### src/rtl/seq_scan_ctrl.sv
// seq_scan_ctrl: serial scanner that shifts W-bit words MSB-first through an
// overlapping Mealy detector for the bit patterns 101 and 110, and counts
// each pattern in a saturating counter.
//
// Ports:
//   i_clk      - clock; all state updates on the rising edge
//   i_reset    - synchronous active-high reset, overrides everything
//   i_data     - word to scan, MSB first
//   i_valid    - i_data is valid; captured when o_ready is high
//   o_ready    - block is idle and not being cleared this cycle
//   i_clear    - in IDLE: zero the counters and the detector state
//   o_hit      - registered per-bit code: 2'b10 = 101, 2'b11 = 110, 2'b00 = none
//   o_cnt101   - saturating count of 101 detections
//   o_cnt110   - saturating count of 110 detections
//   o_busy     - high while shifting or in the DONE cycle
//   o_done     - one-cycle pulse once a word has been fully scanned
module seq_scan_ctrl #(
    parameter int unsigned W     = 8,
    parameter int unsigned CNT_W = 8
) (
    input  logic             i_clk,
    input  logic             i_reset,
    input  logic [W-1:0]     i_data,
    input  logic             i_valid,
    output logic             o_ready,
    input  logic             i_clear,
    output logic [1:0]       o_hit,
    output logic [CNT_W-1:0] o_cnt101,
    output logic [CNT_W-1:0] o_cnt110,
    output logic             o_busy,
    output logic             o_done
);

    localparam int unsigned BitCntW = $clog2(W + 1);

    typedef enum logic [1:0] {
        StIdle,
        StShift,
        StDone
    } state_e;

    // DetD1: last bit 1 (no pending pattern prefix of 11/10)
    // DetD2: last two bits 11
    // DetD3: last two bits 10
    typedef enum logic [1:0] {
        DetD0,
        DetD1,
        DetD2,
        DetD3
    } det_e;

    state_e             state_q;
    det_e               det_q;
    det_e               det_d;
    logic [1:0]         code_d;
    logic [W-1:0]       shreg_q;
    logic [BitCntW-1:0] bitcnt_q;
    logic [1:0]         hit_q;
    logic [CNT_W-1:0]   cnt101_q;
    logic [CNT_W-1:0]   cnt110_q;
    logic               busy_q;
    logic               done_q;
    logic               scan_bit;

    assign scan_bit = shreg_q[W-1];

    // Detector next state and Mealy output for the bit currently at the MSB.
    always_comb begin
        det_d  = DetD0;
        code_d = 2'b00;
        unique case (det_q)
            DetD0: det_d = scan_bit ? DetD1 : DetD0;
            DetD1: det_d = scan_bit ? DetD2 : DetD3;
            DetD2: begin
                det_d  = scan_bit ? DetD2 : DetD3;
                code_d = scan_bit ? 2'b00 : 2'b11;
            end
            DetD3: begin
                det_d  = scan_bit ? DetD1 : DetD0;
                code_d = scan_bit ? 2'b10 : 2'b00;
            end
            default: begin
                det_d  = DetD0;
                code_d = 2'b00;
            end
        endcase
    end

    always_ff @(posedge i_clk) begin
        if (i_reset) begin
            state_q  <= StIdle;
            det_q    <= DetD0;
            shreg_q  <= '0;
            bitcnt_q <= '0;
            hit_q    <= 2'b00;
            cnt101_q <= '0;
            cnt110_q <= '0;
            busy_q   <= 1'b0;
            done_q   <= 1'b0;
        end else begin
            // o_hit and o_done are single-cycle unless re-asserted below.
            hit_q  <= 2'b00;
            done_q <= 1'b0;
            case (state_q)
                StIdle: begin
                    if (i_clear) begin
                        cnt101_q <= '0;
                        cnt110_q <= '0;
                        det_q    <= DetD0;
                    end else if (i_valid) begin
                        shreg_q  <= i_data;
                        bitcnt_q <= BitCntW'(W);
                        state_q  <= StShift;
                        busy_q   <= 1'b1;
                    end
                end
                StShift: begin
                    det_q    <= det_d;
                    hit_q    <= code_d;
                    shreg_q  <= {shreg_q[W-2:0], 1'b0};
                    bitcnt_q <= bitcnt_q - BitCntW'(1);
                    // Counters move on the same edge as o_hit so they are
                    // final by the time o_done is seen.
                    if (code_d == 2'b10 && cnt101_q != '1) begin
                        cnt101_q <= cnt101_q + CNT_W'(1);
                    end
                    if (code_d == 2'b11 && cnt110_q != '1) begin
                        cnt110_q <= cnt110_q + CNT_W'(1);
                    end
                    if (bitcnt_q == BitCntW'(1)) begin
                        state_q <= StDone;
                        done_q  <= 1'b1;
                    end
                end
                StDone: begin
                    state_q <= StIdle;
                    busy_q  <= 1'b0;
                end
                default: begin
                    state_q <= StIdle;
                    busy_q  <= 1'b0;
                end
            endcase
        end
    end

    assign o_ready  = (state_q == StIdle) && !i_clear;
    assign o_hit    = hit_q;
    assign o_cnt101 = cnt101_q;
    assign o_cnt110 = cnt110_q;
    assign o_busy   = busy_q;
    assign o_done   = done_q;

endmodule
### config.mk
export PLATFORM = sky130hd
export DESIGN_NAME = seq_scan_ctrl
export DESIGN_NICKNAME = d
export VERILOG_FILES = /design/src/rtl/seq_scan_ctrl.sv
export SDC_FILE = /design/constraint.sdc
export NUM_CORES = 1
export LEC_CHECK = 0
export BUFFER_PORTS_ARGS = -buffer_cell sky130_fd_sc_hd__buf_4
export CORE_MARGIN = 3
export CORE_UTILIZATION = 35
export CTS_CLUSTER_DIAMETER = 60
export DETAILED_ROUTE_END_ITERATION = 16
export GPL_TIMING_DRIVEN = 0
export PLACE_DENSITY_LB_ADDON = 0.12
export RECOVER_POWER = 100
export REMOVE_ABC_BUFFERS = 1
export SETUP_SLACK_MARGIN = 0.4
export SLEW_MARGIN = 20
export SYNTH_ARGS = -nofsm -noshare
export SYNTH_HDL_FRONTEND = slang
export SYNTH_SLANG_ARGS = --single-unit
export TNS_END_PERCENT = 10
### constraint.sdc
create_clock -name i_clk -period 2.04 [get_ports i_clk]
set_input_delay 0.408 -clock i_clk [delete_from_list [all_inputs] [get_ports i_clk]]
set_output_delay 0.408 -clock i_clk [all_outputs]
set_load 0.1 [all_outputs]
==> out/qor_table.md <==
| Step | Metric | This run |
|:---|:---|:---|
| run status | Outcome | finished, final reports clean |
| critical path | Path type of the worst setup path | reg2out |
| critical path | Critical Path Start | state_q[1] |
| placed design | Post-place setup slack | -396 ps |
| synth | Number of enable-type register cells in the synthesized netlist | 0 |
| timing | Slew at the pin closest to its max-slew limit | 668 ps |
| placed design | Half-perimeter wire length after placement | 2.67 mm |
| critical path | Critical Path End | o_ready |
| synth | Share of Yosys cell area claimed by the top area cell type | 0.408 |
| timing | Setup WS post-layout | 268 ps |
| critical path | Worst R2R Setup Slack | 300 ps |
| critical path | R2R depth | 7 |
| synth | FF+latch count, synth | 36 |
| die | Standard-cell rows | 25 |
| synth | Count of different cell masters after synthesis | 44 |
| timing | Final period demand of the worst path | 1770 ps |
| clock tree | Number of sinks on the clock net | 36 |
| global routing | Number of antenna violations at the first check in global routing | 0 |
| critical path | Highest net fanout along the worst path | 9 |
| clock tree | Buffer type at the clock tree root | clkbuf_8 |
| power and ir drop | Net switching power | 387 µW |
| die | Width of the die | 77.0 µm |
| power and ir drop | Portion of total power attributed to sequential cells | 0.517 |
| die | Area of the core region | 4790 µm² |
| synth | Library cell with the largest summed area after synthesis | dfxtp_1 |
| critical path | Kind of capture point of the worst setup path | primary output |
| placed design | IO Port Bufs | 32 |
| global routing | Largest net degree at the start of global routing | 30 |
| clock tree | Skew-Pair Late Insertion Delay | 290 ps |
| power and ir drop | Power density over the cells | 679 nW/µm² |
| critical path | CP max stage cell | clkbuf_2 |
| routing | Via count of the routed design | 1,597 |
| routing | Detailed-router iteration count before antenna repair | 4 |
| routing | Detailed Route Iter0 Violations | 38 |
| synth | Fraction of registers with async set or reset after synthesis | 0 |
| power and ir drop | Total leakage power | 0.838 nW |
| cells and area | Utilization after layout | 0.447 |
| power and ir drop | Peak supply drop | 0.342 mV |
| synth | Cell area after technology mapping | 1770 µm² |
| timing | Rel. slew slack | 0.554 |
| routing | Detail Route Antenna Nets | 0 |
| synth | Yosys warns | 0 |
| run | Max-capacitance violation count | 0 |
| routing | Remaining routing DRC violations | 0 |
| synth | Cell with the most instances after synthesis | dfxtp_1 |
| timing | RSZ-0062 raised after global routing | true |
| clock tree | Hold_buf cts | 0 |
| clock tree | Clock slew seen by the registers of the worst setup and hold paths | 80 ps |
| cells and area | Fraction of layout cells with a size suffix above 1 | 0.216 |
| synth | Synthesized instance count | 212 |
| timing | Max Clock Skew | 7.89 ps |
| die | Starting density of the core | 0.369 |
| routing | Vias per cell | 5.04 |
| global routing | Wire length of the first global-routing pass | 6.93 mm |
| cells and area | Fillers | 530 |
| die | Chip Height | 77.0 µm |
| clock tree | CTS tree | done |
| timing | Final Hold Violating Endpoints | 0 |
| power and ir drop | Proportion of total power due to net switching | 0.267 |
| die | I/O pins | 33 |
| critical path | Worst R2R Start | o_cnt101[1] |
| cells and area | Area growth syn-to-layout | 21.2% |
| global routing | Global router's overall resource usage | 0.142 |
| synth | Synth area leaders | dfxtp_1, nor2_1, nand2_1 |
| timing | Final TNS setup | 0 ps |
| power and ir drop | Combinational cell fraction of total power | 0.124 |
| power and ir drop | Internal Pwr Total | 1.07 mW |
| global routing | Total overflow reported by the global router | 0 |
| timing | Upper clock frequency limit | 0.564 GHz |
| synth | Most used flip-flop cell after synthesis | dfxtp_1 |
| timing | Final cycle utilization of the critical path | 0.869 |
| clock tree | Bufs on Longest Clock Path | 2 |
| critical path | Arrival time of data at the critical path endpoint | 1360 ps |
| critical path | Delay of the slowest cell on the worst path | 470 ps |
| routing | Post-detailed-routing wire length | 3.96 mm |
| synth | Post-Syn Area per Cell | 8.33 µm² |
| critical path | Crit Reg-Reg Endpoint | o_cnt101[4] |
| global routing | Number of global-route vias before repair | 1,484 |
| worst hold path | Worst hold-check path type | in2reg |
| critical path | Sort of element at the start of the critical path | flip-flop |
| die | Die area | 5940 µm² |
| clock tree | H-Tree Level Count | 2 |
| critical path | Critical path data required time | 1630 ps |
| placed design | Routability congestion estimate from global placement | 0.762 |
| power and ir drop | Relative contribution of the clock network to total power | 0.359 |
| timing | Final setup violation count | 0 |
| synth | Seq/Total Area, Yosys | 0.408 |
| critical path | Cell chain of the critical path | nor3_2, clkbuf_2 |
| clock tree | CTS buffer count | 5 |
| cells and area | Number of antenna cells inserted | 0 |
| timing | Total count of max-transition violations in the final report | 0 |
| synth | Top cells by count, synth | dfxtp_1, nor2_1, nand2_1 |
| cells and area | Layout Nets | 268 |
| routing | Routed wire per std cell | 12.5 µm |
[state kept, by name, indices dropped and copies added, names as in the netlist]
signal / flops
state_q: 2
o_cnt101: 8
o_busy: 1
o_done: 1
o_cnt110: 8
det_q: 2
shreg_q: 8
o_hit: 2
bitcnt_q: 4
[area by class of cell]
| type | count | area (µm²) | share of cell area |
|---|---|---|---|
| inverter | 5 | 18.8 | 0.00877 |
| clock buffer | 6 | 82.6 | 0.0386 |
| tap | 67 | 83.8 | 0.0392 |
| sequential | 36 | 723 | 0.338 |
| clock inverter | 2 | 10.0 | 0.00468 |
| timing repair buffer | 41 | 234 | 0.109 |
| multi-input combinational | 160 | 988 | 0.462 |
[worst min path at each step]
stage | startpoint | to | slack (ps) | cells after the start
floorplan | shreg_q[1] | shreg_q[2] | 450 | 2
global placement | shreg_q[5] | shreg_q[6] | 470 | 2
global route | i_data[7] | shreg_q[7] | 390 | 3
detailed placement | shreg_q[6] | shreg_q[7] | 470 | 2
CTS | i_data[0] | shreg_q[0] | 360 | 3
finish | i_data[0] | shreg_q[0] | 360 | 3
[through the flow]
step	power, mW	std cells	cell area (µm²)	hold slack [ps]
floorplan	0.883	201	1700	450
global placement	0.941	300	2030	468
detailed placement	0.943	300	2030	472
CTS	1.49	317	2230	357
global route	1.53	317	2140	388
finish	1.45	317	2140	363
[power groups by stage]
| stage | sequential [mW] | combinational [mW] | clock [mW] |
|---|---|---|---|
| 3_3_place_gp | 0.767 | 0.175 | 0 |
| 3_5_place_dp | 0.767 | 0.176 | 0 |
| 5_1_grt | 0.755 | 0.204 | 0.573 |
| 6_report | 0.751 | 0.180 | 0.522 |
| 4_1_cts | 0.750 | 0.192 | 0.546 |
| 2_1_floorplan | 0.774 | 0.108 | 0 |
[per-layer routing]
layer  up-vias  GRT usage  share of wire
met5         -          0              0
met1       735      0.184           0.48
met3         5     0.0399          0.057
li1        822          -              -
met4         0     0.0480          0.014
met2        35      0.228           0.45
[cells by family (layout without fill, tap and decap cells)]
kind of cell | count (synthesis) | count (layout) | synth area share
flip-flops | 36 | 36 | 0.408
multiplexers | 2 | 2 | 0.0113
AND/OR/NAND/NOR | 104 | 104 | 0.295
adder cells (fa/ha/maj) | 7 | 7 | 0.0496
XOR/XNOR | 5 | 5 | 0.0248
AO/OA/AOI/OAI | 42 | 42 | 0.166
buffers and inverters | 16 | 54 | 0.0460
[placed cells by master (no fill, tap or decap), types with 6 or more instances in the layout]
| cell | Yosys | routed |
|---|---|---|
| ha_1 | 7 | 6 |
| nor3_1 | 8 | 7 |
| nand2_1 | 28 | 28 |
| buf_4 | 1 | 13 |
| nand3_1 | 8 | 8 |
| clkbuf_2 | 0 | 22 |
| nor2_1 | 29 | 29 |
| dfxtp_1 | 36 | 34 |
| clkbuf_8 | 0 | 6 |
| a311oi_1 | 7 | 7 |
| a21oi_1 | 14 | 13 |
[what timing repair did]
action,CTS,global route
resized for setup,13,0
pin swaps,4,1
endpoints found under the setup margin,28,20
buffers inserted,9,0
[critical path: cells and delay by family (launching register included)]
kind | cells | cell delay [ps]
buffers and inverters | 1 | 470
flip-flops | 1 | 420
AND/OR/NAND/NOR | 1 | 180
Note: power is estimated with default switching activity, not from simulation.
